`config.mk`:
```
export PLATFORM = sky130hd
export DESIGN_NAME = lamp_safety_monitor
export DESIGN_NICKNAME = d
export VERILOG_FILES = /design/src/rtl/lamp_pkg.sv /design/src/rtl/approach_check.sv /design/src/rtl/lamp_safety_monitor.sv
export SDC_FILE = /design/constraint.sdc
export NUM_CORES = 1
export LEC_CHECK = 0
export CAP_MARGIN = 5
export CORE_MARGIN = 5
export CORE_UTILIZATION = 57
export CTS_BUF_LIST = sky130_fd_sc_hd__clkbuf_4 sky130_fd_sc_hd__clkbuf_8
export CTS_CLUSTER_SIZE = 12
export DETAILED_ROUTE_END_ITERATION = 10
export PLACE_DENSITY = 0.82
export SLEW_MARGIN = 20
export SYNTH_ARGS = -nofsm -noshare
export SYNTH_HDL_FRONTEND = slang
export SYNTH_HIERARCHICAL = 1
export SYNTH_SLANG_ARGS = --single-unit
```
`constraint.sdc`:
```
create_clock -name clk -period 3.97 [get_ports clk]
set_input_delay 0.397 -clock clk [delete_from_list [all_inputs] [get_ports clk]]
set_output_delay 0.397 -clock clk [all_outputs]
set_load 0.005 [all_outputs]
```
`src/rtl/lamp_pkg.sv`:
```
// Shared definitions for the lamp safety monitor:
// state encodings, fault codes, lamp bit positions.
package lamp_pkg;

    typedef enum logic [1:0] {
        ST_RUN        = 2'd0,
        ST_FAILSAFE   = 2'd1,
        ST_CLEAR_WAIT = 2'd2
    } state_t;

    localparam logic [2:0] FC_NONE      = 3'd0;
    localparam logic [2:0] FC_CONFLICT  = 3'd1;
    localparam logic [2:0] FC_DARK      = 3'd2;
    localparam logic [2:0] FC_MULTI     = 3'd3;
    localparam logic [2:0] FC_STUCK     = 3'd4;
    localparam logic [2:0] FC_SHORT_YEL = 3'd5;

    localparam int EW_RED    = 5;
    localparam int EW_YELLOW = 4;
    localparam int EW_GREEN  = 3;
    localparam int NS_RED    = 2;
    localparam int NS_YELLOW = 1;
    localparam int NS_GREEN  = 0;

    // Bit positions inside one 3-bit approach slice
    localparam int APP_RED = 2;
    localparam int APP_YEL = 1;
    localparam int APP_GRN = 0;

    localparam logic [5:0] ALL_RED  = 6'b100100;
    localparam logic [5:0] ALL_DARK = 6'b000000;

    typedef struct packed {
        logic dark;
        logic multi;
        logic short_yel;
    } app_flags_t;

    function automatic logic [1:0] lit_count(input logic [2:0] l);
        lit_count = {1'b0, l[APP_RED]}
                  + {1'b0, l[APP_YEL]}
                  + {1'b0, l[APP_GRN]};
    endfunction

endpackage

```
`src/rtl/approach_check.sv`:
```
// Per-approach lamp checks: dark / multi-lit decode
// and the yellow-duration counter for short-yellow detection.
module approach_check
    import lamp_pkg::*;
#(
    parameter int MIN_YELLOW = 3
) (
    input  logic       clk,
    input  logic       rst,
    input  logic       clr,
    input  logic       primed,
    input  logic       tick_1hz,
    input  logic [2:0] lamps,
    output app_flags_t flags
);

    localparam int YW = $clog2(MIN_YELLOW + 2);
    localparam logic [YW-1:0] YMAX = YW'(MIN_YELLOW);

    logic [YW-1:0] ycnt;
    logic          prev_yel;
    logic          yel;

    assign yel = lamps[APP_YEL];

    // Only "reached MIN_YELLOW or not" matters, so saturate there
    always_ff @(posedge clk) begin
        if (rst || clr) begin
            ycnt <= '0;
        end else if (!yel) begin
            ycnt <= '0;
        end else if (tick_1hz && ycnt != YMAX) begin
            ycnt <= ycnt + YW'(1);
        end
    end

    always_ff @(posedge clk) begin
        if (rst) begin
            prev_yel <= 1'b0;
        end else begin
            prev_yel <= yel;
        end
    end

    assign flags.dark      = (lamps == 3'b000);
    assign flags.multi     = (lit_count(lamps) > 2'd1);
    assign flags.short_yel = primed && prev_yel && !yel
                          && (ycnt < YMAX);

endmodule

```
`src/rtl/lamp_safety_monitor.sv`:
```
// Traffic-lamp safety monitor: passes controller lamps through,
// trips to flashing red on conflict, dark, multi-lit, stuck or short yellow.
module lamp_safety_monitor
    import lamp_pkg::*;
#(
    parameter int FAULT_PERSIST = 2,
    parameter int MAX_STUCK     = 20,
    parameter int MIN_YELLOW    = 3,
    parameter int FLASH_HALF    = 1
) (
    input  logic       clk,
    input  logic       rst,
    input  logic       tick_1hz,
    input  logic [5:0] lamp_in,
    input  logic       fault_clr,
    output logic [5:0] lamp_out,
    output logic       fault,
    output logic [2:0] fault_code,
    output logic [1:0] mode
);

    localparam int PW = $clog2(FAULT_PERSIST + 1);
    localparam int SW = $clog2(MAX_STUCK + 2);
    localparam int FW = $clog2(FLASH_HALF + 1);

    localparam logic [PW-1:0] PMAX = PW'(FAULT_PERSIST);
    localparam logic [SW-1:0] SMAX = SW'(MAX_STUCK + 1);
    localparam logic [FW-1:0] FMAX = FW'(FLASH_HALF);

    state_t        state;
    logic [PW-1:0] pcnt;
    logic [PW-1:0] pcnt_nxt;
    logic [SW-1:0] scnt;
    logic [SW-1:0] scnt_nxt;
    logic [FW-1:0] fcnt;
    logic [FW-1:0] fcnt_nxt;
    logic          flash_on;
    logic          flash_nxt;
    logic [5:0]    prev_lamp;
    logic          primed;

    app_flags_t ew_f;
    app_flags_t ns_f;

    logic       conflict;
    logic       dark;
    logic       multi;
    logic       viol;
    logic       changed;
    logic       persist_decl;
    logic       stuck_decl;
    logic       short_decl;
    logic       declare;
    logic [2:0] cause;
    logic       run_entry;

    approach_check #(
        .MIN_YELLOW(MIN_YELLOW)
    ) u_ew (
        .clk      (clk),
        .rst      (rst),
        .clr      (run_entry),
        .primed   (primed),
        .tick_1hz (tick_1hz),
        .lamps    (lamp_in[EW_RED:EW_GREEN]),
        .flags    (ew_f)
    );

    approach_check #(
        .MIN_YELLOW(MIN_YELLOW)
    ) u_ns (
        .clk      (clk),
        .rst      (rst),
        .clr      (run_entry),
        .primed   (primed),
        .tick_1hz (tick_1hz),
        .lamps    (lamp_in[NS_RED:NS_GREEN]),
        .flags    (ns_f)
    );

    assign conflict = (lamp_in[EW_YELLOW] | lamp_in[EW_GREEN])
                    & (lamp_in[NS_YELLOW] | lamp_in[NS_GREEN]);
    assign dark     = ew_f.dark | ns_f.dark;
    assign multi    = ew_f.multi | ns_f.multi;
    assign viol     = conflict | dark | multi;
    assign changed  = primed && (lamp_in != prev_lamp);

    always_comb begin
        pcnt_nxt = '0;
        if (viol) begin
            pcnt_nxt = (pcnt == PMAX) ? PMAX : pcnt + PW'(1);
        end
    end

    always_comb begin
        scnt_nxt = scnt;
        if (changed) begin
            scnt_nxt = '0;
        end else if (tick_1hz && scnt != SMAX) begin
            scnt_nxt = scnt + SW'(1);
        end
    end

    // Declarations look at this cycle's counts so the trip lands on this edge
    assign persist_decl = viol && (pcnt_nxt == PMAX);
    assign stuck_decl   = (scnt_nxt == SMAX);
    assign short_decl   = ew_f.short_yel | ns_f.short_yel;
    assign declare      = persist_decl | stuck_decl | short_decl;

    always_comb begin
        cause = FC_NONE;
        if (persist_decl) begin
            if (conflict) begin
                cause = FC_CONFLICT;
            end else if (dark) begin
                cause = FC_DARK;
            end else begin
                cause = FC_MULTI;
            end
        end else if (stuck_decl) begin
            cause = FC_STUCK;
        end else if (short_decl) begin
            cause = FC_SHORT_YEL;
        end
    end

    assign run_entry = (state == ST_CLEAR_WAIT) && !declare
                    && (lamp_in == ALL_RED) && !fault_clr;

    always_ff @(posedge clk) begin
        if (rst) begin
            pcnt      <= '0;
            scnt      <= '0;
            prev_lamp <= '0;
            primed    <= 1'b0;
        end else begin
            prev_lamp <= lamp_in;
            primed    <= 1'b1;
            if (run_entry) begin
                pcnt <= '0;
                scnt <= '0;
            end else begin
                pcnt <= pcnt_nxt;
                scnt <= scnt_nxt;
            end
        end
    end

    always_comb begin
        fcnt_nxt  = fcnt;
        flash_nxt = flash_on;
        if (tick_1hz) begin
            if (fcnt + FW'(1) >= FMAX) begin
                fcnt_nxt  = '0;
                flash_nxt = !flash_on;
            end else begin
                fcnt_nxt = fcnt + FW'(1);
            end
        end
    end

    always_ff @(posedge clk) begin
        if (rst) begin
            state      <= ST_CLEAR_WAIT;
            lamp_out   <= ALL_RED;
            fault_code <= FC_NONE;
            fcnt       <= '0;
            flash_on   <= 1'b0;
        end else begin
            unique case (state)
                ST_RUN: begin
                    if (declare) begin
                        state      <= ST_FAILSAFE;
                        fault_code <= cause;
                        lamp_out   <= ALL_RED;
                        fcnt       <= '0;
                        flash_on   <= 1'b1;
                    end else begin
                        lamp_out <= lamp_in;
                    end
                end
                ST_FAILSAFE: begin
                    if (fault_clr) begin
                        state    <= ST_CLEAR_WAIT;
                        lamp_out <= ALL_RED;
                    end else begin
                        fcnt     <= fcnt_nxt;
                        flash_on <= flash_nxt;
                        lamp_out <= flash_nxt ? ALL_RED : ALL_DARK;
                    end
                end
                ST_CLEAR_WAIT: begin
                    if (declare) begin
                        state      <= ST_FAILSAFE;
                        fault_code <= cause;
                        lamp_out   <= ALL_RED;
                        fcnt       <= '0;
                        flash_on   <= 1'b1;
                    end else if (run_entry) begin
                        state      <= ST_RUN;
                        fault_code <= FC_NONE;
                        lamp_out   <= lamp_in;
                    end else begin
                        lamp_out <= ALL_RED;
                    end
                end
                default: begin
                    state    <= ST_CLEAR_WAIT;
                    lamp_out <= ALL_RED;
                end
            endcase
        end
    end

    assign fault = (state != ST_RUN);
    assign mode  = state;

endmodule

```
Yosys cells after proc, flatten, opt, wreduce, memory -nomap -nowiden
Index checks and enable logic that the tools add are counted.

storage, ports and cells
  flip-flop bits (word level) = 35
  input bits = 10
  output and inout bits = 12

cells by class
  add/subtract/negate cells = 9
  $lt $le $gt $ge = 5
  eq/ne operators = 16
  muxes and demuxes = 35
  bitwise logic cells = 12
  reduce and logical (&&, ||, !) cells = 34

operator list
  operator                                             count
  2-to-1 mux 6 bit                                     5
  2-to-1 mux 3 bit                                     6
  case mux 6 bit (3 select lines)                      1
  logical AND 1 bit                                    14
  2-to-1 mux 2 bit                                     7
  2-to-1 mux 1 bit                                     10
  2-to-1 mux 5 bit                                     2
  != test 3 x 2 -> 1 bit (second input constant)       3
  bitwise OR 1 bit                                     9
  AND reduction 3 bit                                  3
  != test 2 bit (second input constant)                4
  OR reduction 2 bit                                   4
  adder 3 x 1 -> 3 bit (second input constant)         2
  == test 2 bit (second input constant)                3
  == test 6 bit (second input constant)                1
  logical NOT 3 bit                                    2
  < comparator 3 x 2 -> 1 bit (second input constant)  2
  != test 6 bit                                        1
  case mux 2 bit (3 select lines)                      1
  case mux 3 bit (2 select lines)                      1
  nonzero test 2 bit                                   3
  adder 5 x 1 -> 5 bit (second input constant)         1
  == test 5 bit (second input constant)                1
  logical NOT 1 bit                                    5
  15 further kinds                                     20

Depth between registers and ports, before layout
Gate-level depths: netlist of run 1.

  depth in word-level cells = 17
  mapped depth = 9
  mapped depth without buffers = 9

Cells and area by module
The synthesis of run 1 kept the hierarchy.

modules (own cells, without submodules)
  module               instances  cells each  area each (µm²)
  lamp_safety_monitor  1          130         1,211.2
  approach_check       2          21          216.5

Worst setup path after synthesis of run 1
No wires, ideal clock.

  path kind = input -> register
  start = input port lamp_in[0]
  end = register u_ew.ycnt[0]
  data arrival time = 1.926 ns
  required time = 3.854 ns
  setup slack = 1.928 ns
  stages on the path = 9
  buffers on the path = 0
  cell sequence = ha_1 > a21o_1 > nor4_1 > nand2_1 > nand2_1 > o211ai_4 > nor3_4 > nand2b_1 > nor2_1

RTL lines
  what                    line                       RTL
  start: declaration      lamp_safety_monitor.sv:14  input logic [5:0] lamp_in,
  end signal: assignment  approach_check.sv:33       ycnt <= ycnt + YW'(1);
  end: declaration        approach_check.sv:20       logic [YW-1:0] ycnt;

==> flow_summary.json, run 1 <==
{
  "die_w_microns": 63.71,
  "synth_seq_area_share_pct": 41.40,
  "overflow": 0,
  "p_leak_nw": 0.7794,
  "status": "complete, no violations",
  "async_flop_share_pct": 0,
  "cp_slowest_cell": "clkdlybuf4s50_1",
  "place_hpwl_mm": 2.522,
  "numCtsBuffers": 5,
  "path_cells": "clkdlybuf4s50_1 > ha_1 > a21o_1 > nor4_1 > nand2_1 > nand2_1 > o211ai_4 > nor3_4 > nand2b_1 > nor2_1",
  "slowest_delay_ns": 0.61,
  "routed_wl_mm": 3.312,
  "fill_cells": 225,
  "routed-via-count": 1296,
  "holdBufCountCts": 0,
  "cp-start-kind": "primary input",
  "ys_warn_count": 6,
  "cts_tree": "done",
  "initial_core_util_pct": 59.62,
  "cp.buffers_inverters": 1,
  "dr.pass1.iters": 4,
  "vias_per_cell": 5.659,
  "syn_area_sq_mm": 0.001644,
  "synth.top_cell.area_share_pct": 41.40,
  "cp_top_family": "simple AND/OR/NAND/NOR gates",
  "num_io_pins": 22,
  "finalClockSkew_ns": 0.007800,
  "grt_max_degree": 23,
  "syn2layout_area_growth_pct": 18.26,
  "min_path_type": "reg -> reg",
  "post_cts_resized": 0,
  "coreArea_sq_mm": 0.002758,
  "worst_slack_ns": 1.390,
  "tns_ns": 0,
  "tightest_slew_ns": 0.8019,
  "synth.top_cells.by_area": "dfxtp_1 (41%), ha_1 (6.8%), xor2_1 (5.3%)",
  "timing.fmax_mhz": 387.7,
  "grt_pass1_vias": 1299,
  "wl_per_cell_microns": 14.46,
  "power_density_mw_per_mm2": 389.1,
  "post-route-period-util_pct": 64.98,
  "cpMostUsedCell": "nand2_1",
  "max_slew_margin_pct": 46.37,
  "cts_setup_buffers": 0,
  "utilization_pct": 70.51,
  "period_needed_ns": 2.580,
  "crit_arrival_ns": 2.80,
  "grt_usage_pct": 17.58,
  "slew_viol_final": 0,
  "critical_path_required_ns": 4.19,
  "synth_flop_cell": "dfxtp_1",
  "insertion_delay_ns": 0.32,
  "grt_pass1_wl_mm": 5.789,
  "nets": 216,
  "drc": 0,
  "synth.avg_cell_area_sq_um": 9.559,
  "syn_inst": 172,
  "drtAntennaViolNets": 0,
  "antenna_found_initial": 0,
  "rsz0062_at_grt": "false",
  "antenna_cells": 0,
  "placedInstanceArea_sq_mm": 0.001881,
  "vdd_drop_max_mv": 0.3984,
  "drtIter0Drc": 84,
  "post-place-ws_ns": 1.087,
  "die_y_microns": 63.71,
  "yosys.area.top_type": "dfxtp_1",
  "clockBufferDepth": 2,
  "rows": 19,
  "cp_max_fo": 9,
  "yosysUniqueCellTypes": 44,
  "cts.sinks": 34,
  "path_class": "in -> reg",
  "clk_pin_slew_ns": 0.10,
  "synth_edf_count": 0,
  "die_area_sq_mm": 0.004058,
  "syn_nets": 191,
  "ys_ff_latch": 34,
  "htree_levels": 2,
  "maxCapViolCount": 0,
  "root_buffer": "clkbuf_4",
  "hold_violations": 0,
  "globalplace.congestion": 0.9108,
  "drive_above_1_share_pct": 9.091,
  "setup_viol": 0,
  "io_buffer_count": 21,
  "fin_area_sq_mm": 0.001944,
  "end_kind": "register"
}
-- worst reg2reg max path: cells and delay by family, from the launching register on --
kind / cells / cell delay [ns]
simple gates: 4 / 0.72
mux: 1 / 0.52
flops: 1 / 0.44
compound gates: 2 / 0.43
fa+ha+maj: 1 / 0.18
-- layout by cell type, fill, tap and decap left out, drive strengths merged, types with 6 or more instances in the layout --
cell           netlist  routed
clkbuf               2       7
clkdlybuf4s50        0      21
dfxtp               34      34
ha                   9       9
inv                  9       9
nand2                9       9
nand3                6       6
nor2                17      17
nor2b               12      12
nor3                 7       7
nor4                 7       7
o21ai                6       6
xor2                10      10
-- cell families after synthesis --
group	count (synthesis)	share of synthesized area (%)
AND/OR/NAND/NOR	73	26.18
flip-flops	34	41.40
AO/OA/AOI/OAI	28	14.00
XOR/XNOR	13	6.925
buffers and inverters	12	2.816
adder cells (fa/ha/maj)	9	6.849
multiplexers	3	1.827
-- metal layers --
metal	vias up	routed length [microns]	global-route usage, %
met3	6	124	5.684
li1	658	-	-
met2	30	1556	29.70
met5	-	0	0
met1	602	1592	21.66
met4	0	40	4.156
-- layout make-up --
cell class              instances  area (sq um)  area share, %
flip-flops and latches         34         680.7          35.01
repair buffers                 21         210.2          10.81
multi-input cells             126         917.1          47.17
clock inverters                 1         5.005         0.2574
well taps                      31         38.79          1.995
clock buffers                   7         58.81          3.024
inverters                       9         33.78          1.737
-- cells in the mapped netlist (2+ instances only) --
master,n
ha_1,9
and2b_1,2
nor3_1,6
a211oi_2,2
nand3_1,5
mux2i_1,3
inv_1,9
nand2b_1,2
and2_1,4
a21oi_1,4
clkbuf_1,2
dfxtp_1,34
nor4_1,6
nand2_1,9
o21ai_0,5
nor4bb_1,2
xor2_1,10
nor2b_4,2
nor2_1,17
a2111oi_0,2
nor2b_1,10
o21a_1,2
xnor2_1,3
a21o_1,2
-- where the power goes --
part / switching, mW / internal [mW]
Sequential: 0.0252 / 0.369
Clock: 0.107 / 0.0926
Combinational: 0.0802 / 0.0828
-- metrics by stage --
| stage | power (mW) | cells | hold slack [ns] |
|---|---|---|---|
| 2_1_floorplan | 0.4947 | 172 | 0.4582 |
| 3_3_place_gp | 0.5579 | 221 | 0.4621 |
| 3_5_place_dp | 0.5638 | 221 | 0.4714 |
| 5_1_grt | 0.8054 | 229 | 0.5367 |
| 4_1_cts | 0.7650 | 229 | 0.4863 |
| 6_report | 0.7566 | 229 | 0.4820 |
-- registers in the layout, summed over array words and instances (netlist names) --
signal and count:
mode 2, u_ew/ycnt 3, primed 1, u_ns/ycnt 3
u_ns/prev_yel 1, u_ew/prev_yel 1, flash_on 1, pcnt 2
scnt 5, fault_code 3, prev_lamp 6, lamp_out 6
-- path summary, 6_finish.rpt --
kind	cells past startpoint	start	slack (ns)	endpoint
worst min-delay path	2	fault_code[0]	0.48	fault_code[0]
worst max-delay path	10	lamp_in[2]	1.39	u_ew/ycnt[1]
worst max register to register	8	scnt[0]	1.57	u_ew/ycnt[1]
worst min register to register	2	fault_code[0]	0.48	fault_code[0]
(Power assumes the default switching activity.)
==> run 2, diff against run 1 <==
--- a/config.mk
+++ b/config.mk
@@ -7,11 +7,11 @@
 export LEC_CHECK = 0
 export CAP_MARGIN = 5
 export CORE_MARGIN = 5
-export CORE_UTILIZATION = 57
+export CORE_UTILIZATION = 56
 export CTS_BUF_LIST = sky130_fd_sc_hd__clkbuf_4 sky130_fd_sc_hd__clkbuf_8
 export CTS_CLUSTER_SIZE = 12
 export DETAILED_ROUTE_END_ITERATION = 10
-export PLACE_DENSITY = 0.82
+export PLACE_DENSITY = 0.81
 export SLEW_MARGIN = 20
 export SYNTH_ARGS = -nofsm -noshare
 export SYNTH_HDL_FRONTEND = slang
==> constraint.sdc (replaced) <==
create_clock -name clk -period 2.48 [get_ports clk]
set_input_delay 0.248 -clock clk [delete_from_list [all_inputs] [get_ports clk]]
set_output_delay 0.248 -clock clk [all_outputs]
set_load 0.005 [all_outputs]
==> run 2 against run 1 <==
Net effect: sequential power grew 61%; critical path depth down 3; via count is 4.5% higher; clock skew grew 0.0027 ns; global-route usage is 1.4 points higher; utilization up 1.6 points; first-iteration DRC count fell by 52%; combinational power is 74% higher; routed wire length increased by 9.3%; register-to-register slack got worse by 1.4 ns; final cell count grew 3.9%; critical path type is now reg -> reg.
==> flow_summary.json, run 2 (synthesis results as in run 1) <==
{
  "hold_violations": 0,
  "fin_area_sq_mm": 0.002007,
  "drtAntennaViolNets": 0,
  "grt_max_degree": 15,
  "maxCapViolCount": 0,
  "die_area_sq_mm": 0.004120,
  "path_class": "reg -> reg",
  "place_hpwl_mm": 2.723,
  "overflow": 0,
  "worst_slack_ns": 0.1988,
  "grt_usage_pct": 18.98,
  "placedInstanceArea_sq_mm": 0.001948,
  "dr.pass1.iters": 4,
  "cp_max_fo": 6,
  "vias_per_cell": 5.689,
  "post-place-ws_ns": -0.06984,
  "critical_path_required_ns": 2.77,
  "vdd_drop_max_mv": 0.5402,
  "total_power_mw": 1.226,
  "globalplace.congestion": 0.9340,
  "crit_arrival_ns": 2.57,
  "p_leak_nw": 0.8156,
  "die_y_microns": 64.19,
  "post-route-period-util_pct": 91.98,
  "antenna_cells": 0,
  "grt_pass1_wl_mm": 6.216,
  "htree_levels": 2,
  "cp-start-kind": "register",
  "routed_wl_mm": 3.621,
  "insertion_delay_ns": 0.34,
  "num_io_pins": 22,
  "grt_pass1_vias": 1357,
  "drive_above_1_share_pct": 13.04,
  "syn2layout_area_growth_pct": 22.07,
  "r2r_start": "scnt[0]",
  "post_cts_resized": 0,
  "holdBufCountCts": 0,
  "period_needed_ns": 2.281,
  "min_path_type": "reg -> reg",
  "antenna_found_initial": 0,
  "max_slew_margin_pct": 62.89,
  "r2r_cells": 7,
  "finalClockSkew_ns": 0.01046,
  "wl_per_cell_microns": 15.21,
  "power_density_mw_per_mm2": 610.9,
  "nets": 225,
  "io_buffer_count": 21,
  "setup_viol": 0,
  "numCtsBuffers": 5,
  "routed-via-count": 1354,
  "status": "complete, no violations",
  "reg2reg_setup_slack_ns": 0.20,
  "placed_cells": 230,
  "largestRegisters": "lamp_out (6), prev_lamp (6), scnt (5)",
  "stdcell_count": 238,
  "cts_setup_buffers": 0,
  "critPathCapture": "lamp_out[0]",
  "drc": 0,
  "rows": 19,
  "clk_pin_slew_ns": 0.11,
  "slew_viol_final": 0,
  "rsz0062_at_grt": "false",
  "drtIter0Drc": 40,
  "clockBufferDepth": 2,
  "r2r-end": "lamp_out[0]",
  "cts.sinks": 34,
  "end_kind": "register",
  "cts_tree": "done",
  "final_common_cell": "dfxtp_1",
  "root_buffer": "clkbuf_4",
  "timing.fmax_mhz": 438.4,
  "initial_core_util_pct": 59.11,
  "final_cell_mix": "dfxtp_1 (34), clkdlybuf4s50_1 (21), nor2_1 (17)",
  "tightest_slew_ns": 0.5559,
  "coreArea_sq_mm": 0.002781,
  "cp-startpoint": "scnt[0]",
  "die_w_microns": 64.19
}
## run 2: worst min-delay path by stage
stage,startpoint,to,cells past startpoint
2_1_floorplan,lamp_in[0],lamp_out[0],1
3_3_place_gp,fault_code[0],fault_code[0],2
3_5_place_dp,fault_code[0],fault_code[0],2
4_1_cts,fault_code[0],fault_code[0],2
5_1_grt,fault_code[0],fault_code[0],2
6_report,fault_code[0],fault_code[0],2
## run 2: area by class of cell
| type | instances | area, sq um |
|---|---|---|
| Multi-Input combinational cell | 126 | 917.1 |
| Fill cell | 225 | 774.5 |
| Sequential cell | 34 | 680.7 |
| Timing Repair Buffer | 30 | 277.8 |
| Tap cell | 31 | 38.79 |
| Clock buffer | 5 | 37.54 |
| Inverter | 9 | 33.78 |
| Clock inverter | 3 | 21.27 |
## run 2: per-stage QoR
| step | hold WS [ns] | TNS (ns) | utilization, % |
|---|---|---|---|
| 3_3_place_gp | 0.4538 | 0 | 70.04 |
| 2_1_floorplan | 0.3697 | 0 | - |
| 4_1_cts | 0.4840 | 0 | 72.15 |
| 6_report | 0.4868 | 0 | 72.15 |
| 5_1_grt | 0.5259 | 0 | 72.15 |
| 3_5_place_dp | 0.4717 | -0.2578 | 70.04 |
## run 2: layer usage
layer | routed length (microns) | track usage [%] | part of all wire (%)
met1 | 1599 | 22.85 | 44
met3 | 185 | 4.028 | 5.1
met5 | 0 | 0 | 0
met4 | 47 | 6.870 | 1.3
met2 | 1788 | 33.04 | 49
## run 2: worst max-delay path, cell delays in order (launching register included)
cell,delay [ns]
dfxtp_1,0.45
ha_1,0.18
nand3b_1,0.11
o21ai_2,0.26
mux2i_1,0.51
o211ai_4,0.14
nor4_2,0.39
and2_1,0.19
## run 2: power breakdown
group          switching (mW)  total [mW]  internal (mW)  leakage [nW]
Sequential             0.0427       0.633          0.591         0.279
Combinational           0.135       0.284          0.148         0.505
Clock                   0.199       0.309          0.110        0.0312
Total                   0.377        1.23          0.849         0.816
